`config.mk`:
```
export PLATFORM = sky130hd
export DESIGN_NAME = mem_arbiter
export DESIGN_NICKNAME = d
export VERILOG_FILES = /design/src/rtl/mem_arbiter.sv
export SDC_FILE = /design/constraint.sdc
export NUM_CORES = 1
export LEC_CHECK = 0
export CAP_MARGIN = 20
export CORE_ASPECT_RATIO = 0.6
export CORE_MARGIN = 10
export CORE_UTILIZATION = 34
export DETAILED_ROUTE_END_ITERATION = 10
export PLACE_DENSITY = 0.81
export SLEW_MARGIN = 40
export SYNTH_ARGS = -nofsm -noshare
export SYNTH_HDL_FRONTEND = slang
export SYNTH_SLANG_ARGS = --single-unit
```
`constraint.sdc`:
```
create_clock -name CLK -period 1.6 [get_ports CLK]
set_input_delay 0.32 -clock CLK [delete_from_list [all_inputs] [get_ports CLK]]
set_output_delay 0.32 -clock CLK [all_outputs]
set_load 0.05 [all_outputs]
```
`src/rtl/mem_arbiter.sv`:
```
// mem_arbiter: shares one single-ported RAM between an instruction-fetch
// requester (I) and a data load/store requester (D).
//
// A request seen in IDLE is granted and its owner, direction, address and
// store data are latched. The next cycle the FSM is in ACCESS and drives the
// RAM from those latched values until ram_ready completes the access or the
// timeout counter expires. Data normally wins arbitration. A starvation
// counter lets instruction fetch win once STARVE_MAX data grants in a row
// have been made while a fetch was waiting.
//
// Ports
//   CLK, RST            clock, synchronous active-high reset
//   iREN, iaddr         instruction fetch request and address
//   dREN, dWEN          data load / store request (both high = store)
//   daddr, dstore       data address and store data
//   ramload, ram_ready  RAM read data and completion strobe
//   ramREN, ramWEN      RAM read / write enables (only in ACCESS)
//   ramaddr, ramstore   RAM address and write data (latched at grant)
//   ihit, iload         fetch complete pulse and fetched word
//   dhit, dload         data complete pulse and loaded word
//   busy                high while in ACCESS
//   err                 sticky timeout flag, cleared only by reset
module mem_arbiter #(
  parameter int STARVE_MAX = 3,
  parameter int TIMEOUT    = 15
) (
  input  logic        CLK,
  input  logic        RST,
  input  logic        iREN,
  input  logic [31:0] iaddr,
  input  logic        dREN,
  input  logic        dWEN,
  input  logic [31:0] daddr,
  input  logic [31:0] dstore,
  input  logic [31:0] ramload,
  input  logic        ram_ready,
  output logic        ramREN,
  output logic        ramWEN,
  output logic [31:0] ramaddr,
  output logic [31:0] ramstore,
  output logic        ihit,
  output logic        dhit,
  output logic [31:0] iload,
  output logic [31:0] dload,
  output logic        busy,
  output logic        err
);

  typedef enum logic {
    IDLE   = 1'b0,
    ACCESS = 1'b1
  } state_t;

  localparam logic [1:0] STARVE_LIM = 2'(STARVE_MAX);
  // The abort fires on the ACCESS cycle that would take the count to TIMEOUT.
  localparam logic [3:0] TO_LAST    = 4'(TIMEOUT - 1);

  state_t      state;
  logic        own_i;     // 1: instruction owns the access, 0: data
  logic        own_wr;    // 1: store, 0: load/fetch
  logic [31:0] lat_addr;
  logic [31:0] lat_store;
  logic [1:0]  starve;
  logic [3:0]  to_cnt;

  logic d_req;
  logic grant_i;
  logic done;

  assign d_req   = dREN | dWEN;
  // Instruction wins when it is the only requester or when data has starved it.
  assign grant_i = iREN & (~d_req | (starve == STARVE_LIM));

  always_ff @(posedge CLK) begin
    if (RST) begin
      state     <= IDLE;
      own_i     <= 1'b0;
      own_wr    <= 1'b0;
      lat_addr  <= 32'd0;
      lat_store <= 32'd0;
      starve    <= 2'd0;
      to_cnt    <= 4'd0;
      err       <= 1'b0;
    end else begin
      case (state)
        IDLE: begin
          if (iREN | d_req) begin
            state  <= ACCESS;
            to_cnt <= 4'd0;
            if (grant_i) begin
              own_i     <= 1'b1;
              own_wr    <= 1'b0;
              lat_addr  <= iaddr;
              lat_store <= dstore;
              starve    <= 2'd0;
            end else begin
              own_i     <= 1'b0;
              own_wr    <= dWEN;
              lat_addr  <= daddr;
              lat_store <= dstore;
              if (!iREN)
                starve <= 2'd0;
              else if (starve != STARVE_LIM)
                starve <= starve + 2'd1;
            end
          end
        end
        ACCESS: begin
          if (ram_ready) begin
            state <= IDLE;
          end else if (to_cnt == TO_LAST) begin
            state <= IDLE;
            err   <= 1'b1;
          end else begin
            to_cnt <= to_cnt + 4'd1;
          end
        end
        default: state <= IDLE;
      endcase
    end
  end

  // A reset arriving mid-access abandons it: no enables, no hit.
  assign busy     = (state == ACCESS);
  assign ramREN   = busy & ~own_wr & ~RST;
  assign ramWEN   = busy &  own_wr & ~RST;
  assign ramaddr  = lat_addr;
  assign ramstore = lat_store;

  // Completion is reported only if the owner is still asking for it.
  assign done  = busy & ram_ready & ~RST;
  assign ihit  = done &  own_i & iREN;
  assign dhit  = done & ~own_i & d_req;
  assign iload = ramload;
  assign dload = ramload;

endmodule

```
# Word-level counts from Yosys, hierarchy flattened
# Cells that the tools add are included.
[totals]
reg_bits = 74
latch_bits = 0
mem_bits_rw = 0
rom_bits = 0
input_bits = 134
output_inout_bits = 134
word_cells = 55
n_memories = 0
[classes]
addsub = 2
mul = 0
n_div = 0
magnitude_cmp = 0
eq_ne = 7
n_shift = 0
muxes = 14
n_bitwise = 20
n_reduce_logical = 4
[op_table]
columns = ["cell", "n"]
rows = [
  ["two-way mux 32 bit", 1],
  ["two-way mux 4 bit", 3],
  ["AND 1 bit", 11],
  ["AND reduction 3 bit", 3],
  ["inequality test 2 bit, second input constant", 4],
  ["one-hot mux 4 bit (2 select lines)", 1],
  ["two-way mux 2 bit", 3],
  ["inverter 1 bit", 6],
  ["two-way mux 1 bit", 5],
  ["adder 4 x 1 -> 4 bit, second input constant", 1],
  ["equality test 4 bit, second input constant", 1],
  ["inequality test 3 x 1 -> 1 bit, second input constant", 1],
  ["bitwise OR 1 bit", 3],
  ["adder 2 x 1 -> 2 bit, second input constant", 1],
  ["equality test 2 bit, second input constant", 1],
  ["one-hot mux 1 bit (2 select lines)", 1],
  ["AND reduction 2 bit", 1],
]

# Logic depth before layout (Yosys ltp)
[depth]
ltp_word = 6
ltp_mapped = 6
ltp_nobuf = 5

# Worst setup path after synthesis
# Ideal clock, no wire load.
[synth_timing]
kind = "reg2out"
start = "register state, in the netlist busy"
end = "output port dhit"
arrival_time_ps = 2245
required_ps = 1280
slack_ps = -965
path_stages_with_launch = 5
path_buffers = 1
path_cell_list = "dfxtp_1 > clkbuf_1 > nor2b_1 > nand2_1 > nor3_1"
[synth_via]
elab_chain_cells = 4
[synth_lines]
columns = ["element", "line_no", "text"]
rows = [
  ["start, declared", "58", "state_t state;"],
  ["start signal, assigned", "76", "state <= IDLE;"],
  ["start signal, assigned", "88", "state <= ACCESS;"],
  ["start signal, assigned", "110", "state <= IDLE;"],
  ["AND 1 bit (2 in a row)", "131", "assign done = busy & ram_ready & ~RST;"],
  ["AND 1 bit (2 in a row)", "133", "assign dhit = done & ~own_i & d_req;"],
  ["end, declared", "42", "output logic dhit,"],
]
# Every way passes these cells.

# Final worst setup path
# Same ends and word-level chain as after synthesis.

==> impl_results.md <==
- Drt first pass iters: 4
- Ranking of synthesized cells by area: dfxtp_1, buf_4, a22o_1
- Met3 routed wirelength: 1250 um
- Hold Path Class: flip-flop to flip-flop
- Fin. Hold Viols: 0
- Vias in the first global route: 3422
- Final Worst Setup Slack: 0.0439 ns
- Crit-path cells: nor2b_4 -> nand2_2 -> nor3_4 -> buf_12
- Relative slew slack: 0.761
- Mapped cell area: about 3500 um^2
- PwrDens: 1080 nW/um^2
- Root buffer cell: clkbuf_16
- Part of the cycle the worst path needs: 0.973
- Final min period: 1.56 ns
- Tot GR Track Use: 0.149
- Synthesized area per cell: ~9.1 um^2
- Static Leak: around 2.1 nW
- Row count: 28
- CP delay by family, top: simple AND/OR/NAND/NOR gates
- Top Metal Used: met4
- Worst setup SP type: flip-flop
- Count of flip-flops with a built-in enable after synthesis: 0
- Sequential share of power: 0.368
- CP max stage delay: roughly 0.35 ns
- Final cell count without fillers: 629
- DR vias/cell: 5.22
- Via count: 3284
- Final Net Count: about 630
- Multi-input logic area: 1270 um^2
- Initial antenna violation count: 0
- CP bufs+invs: 1
- Total Wirelength: 11700 um
- Clk sinks: 74
- CTS tree: yes
- Required @ worst endpoint: 1.28 ns
- Post-synthesis sequential area ratio: 0.424
- Die Area: 14900 um^2
- Clock power frac: 0.367
- Core area: 9950 um^2
- First-pass GRT wire length: 18000 um
- Boundary Pins: 268
- Cts bufs inserted: 9
- Final setup fails: 0
- WS Path Type: flip-flop to primary output
- Fmax: between 600 and 700 MHz
- Critical-path top delay cell: dfxtp_4
- Util after Layout: 0.525
- Yosys warns: 0
- Clk buf depth: 2
- Slew Viols, Final: 0
- Residual DRC: 0
- Top cells by count, synth: dfxtp_1, buf_4, inv_1
- Layout cells sized above 1: 0.245
- Status: completed
- Gate power share: 0.265
- Fillers: 909
- Syn nets: 520
- Placement Setup Slack: -0.424 ns
- Top-count cell post-synth: dfxtp_1
- Port buffer count: about 170
- Mapped Cells: about 380
- Met1 Wirelength: 4720 um
- Worst-path clk slew: 0.06 ns
- Netlist cell types: 32
- MaxCap Viol Count: 0
- Die Span X: ~150 um
- Main synth FF type: dfxtp_1
- Met2 wire length: 5640 um
- Critical path arrival: 1.24 ns
- Top-area cell type share of the netlist area: 0.424
- Pin count of the biggest net entering global routing: 37
- Placed cells: ~610
- Area grow syn2layout: 49.5%
- CP max FO: 3
- VDD IR max: 695 uV
- Congestion Overflow GR: 0
- Detailed Route Iter0 Violations: 136
- Critical Path End Type: primary output
- Cts hold-fix bufs: 0
- Cell-internal power: 3.87 mW
- Post-synth top area cell: dfxtp_1
- Die Height: 98.5 um
- Synth Register Bits: between 70 and 80
- H-tree depth: 3
- Setup TNS: 0 ns
- Detail Route Antenna Nets: 0
- Post-DP HPWL: approximately 9000 um
- Antenna cells: 0
- Net Switching: 1.79 mW
- Register area: about 1500 um^2
- Clk_skew: between 0.008 and 0.009 ns
- Initial Util: 0.351
- Placer Congestion: 0.811
- Worst-margin pin slew: 0.358 ns
- Post-DR wirelength/cell: roughly 19 um
- RSZ-0062 raised after global routing: yes
- Ys async rst share: 0
- Worst skew pair latency: 0.33 ns
- Sw Share: 0.316
==> registers in the layout, indices dropped and copies added, names as in the netlist <==
signal / cells
err: 1
ramaddr: 32
to_cnt: 4
own_i: 1
ramstore: 32
starve: 2
busy: 1
own_wr: 1
==> final timing paths <==
| kind | startpoint | endpoint | slack, ns | cells after the start |
|---|---|---|---|---|
| worst max-delay path | busy | dhit | 0.04 | 4 |
| worst min-delay path | ramstore[29] | ramstore[29] | 0.48 | 1 |
| worst max register to register | to_cnt[0] | to_cnt[1] | 0.14 | 5 |
| worst min register to register | ramstore[29] | ramstore[29] | 0.48 | 1 |
==> worst register-to-register path, delay by kind of cell, from the launching register on <==
| kind | cells | cell delay [ns] |
|---|---|---|
| buffers and inverters | 1 | 0.06 |
| AND/OR/NAND/NOR | 2 | 0.63 |
| flip-flops | 1 | 0.37 |
| adder cells (fa/ha/maj) | 1 | 0.20 |
| AO/OA/AOI/OAI | 1 | 0.13 |
==> area by class of cell <==
type | instances | area share
repair buffers | 193 | 0.353
flip-flops and latches | 74 | 0.285
multi-input cells | 173 | 0.243
clock buffers | 10 | 0.0458
well taps | 135 | 0.0323
inverters | 38 | 0.0273
clock inverters | 6 | 0.0139
==> metrics by stage <==
step	instance area, um^2	hold WS [ns]	power (mW)
global placement	4900	0.450	3.60
finish	5220	0.480	5.65
CTS	5220	0.485	5.73
floorplan	3540	0.445	3.39
detailed placement	4900	0.467	3.63
global route	5220	0.495	5.91
==> power by group through the flow <==
| stage | Sequential, mW | Combinational [mW] | Clock [mW] |
|---|---|---|---|
| after floorplan | 2.61 | 0.783 | 0 |
| after global placement | 2.12 | 1.48 | 0 |
| after detailed placement | 2.13 | 1.50 | 0 |
| after CTS | 2.08 | 1.51 | 2.14 |
| after global routing | 2.10 | 1.58 | 2.23 |
| final | 2.08 | 1.50 | 2.07 |
==> cell families after synthesis <==
kind of cell               synth area share
and+or+nand+nor                       0.140
buffers and inverters                 0.228
DFF                                   0.424
AOI/OAI and AO/OA                     0.197
adders and majority gates            0.0107
==> cell usage in the layout, fill, tap and decap left out, types with 2 or more instances in the layout <==
master	instances
ha_1	3
clkbuf_16	9
nor3_4	2
buf_4	79
inv_6	2
o31ai_1	2
dfxtp_1	72
clkdlybuf4s50_1	96
nand2_1	2
a22o_1	33
buf_6	2
or3_1	4
dlygate4sd2_1	4
a21oi_1	4
nand3_1	33
nand4_1	32
buf_12	11
clkinv_4	2
nor2_1	4
o221ai_1	33
and2_1	2
inv_1	38
==> repair_timing <==
item	CTS	global route
setup buffers	1	0
setup endpoints to repair	56	3
pin swaps	1	0
resized for setup	7	2
==> per-layer routing <==
layer | global-route usage | vias to the layer above
met5 | 0 | -
met4 | 0.0413 | 0
met3 | 0.0808 | 6
met2 | 0.239 | 166
met1 | 0.169 | 1569
li1 | - | 1543
(Power assumes the default switching activity.)
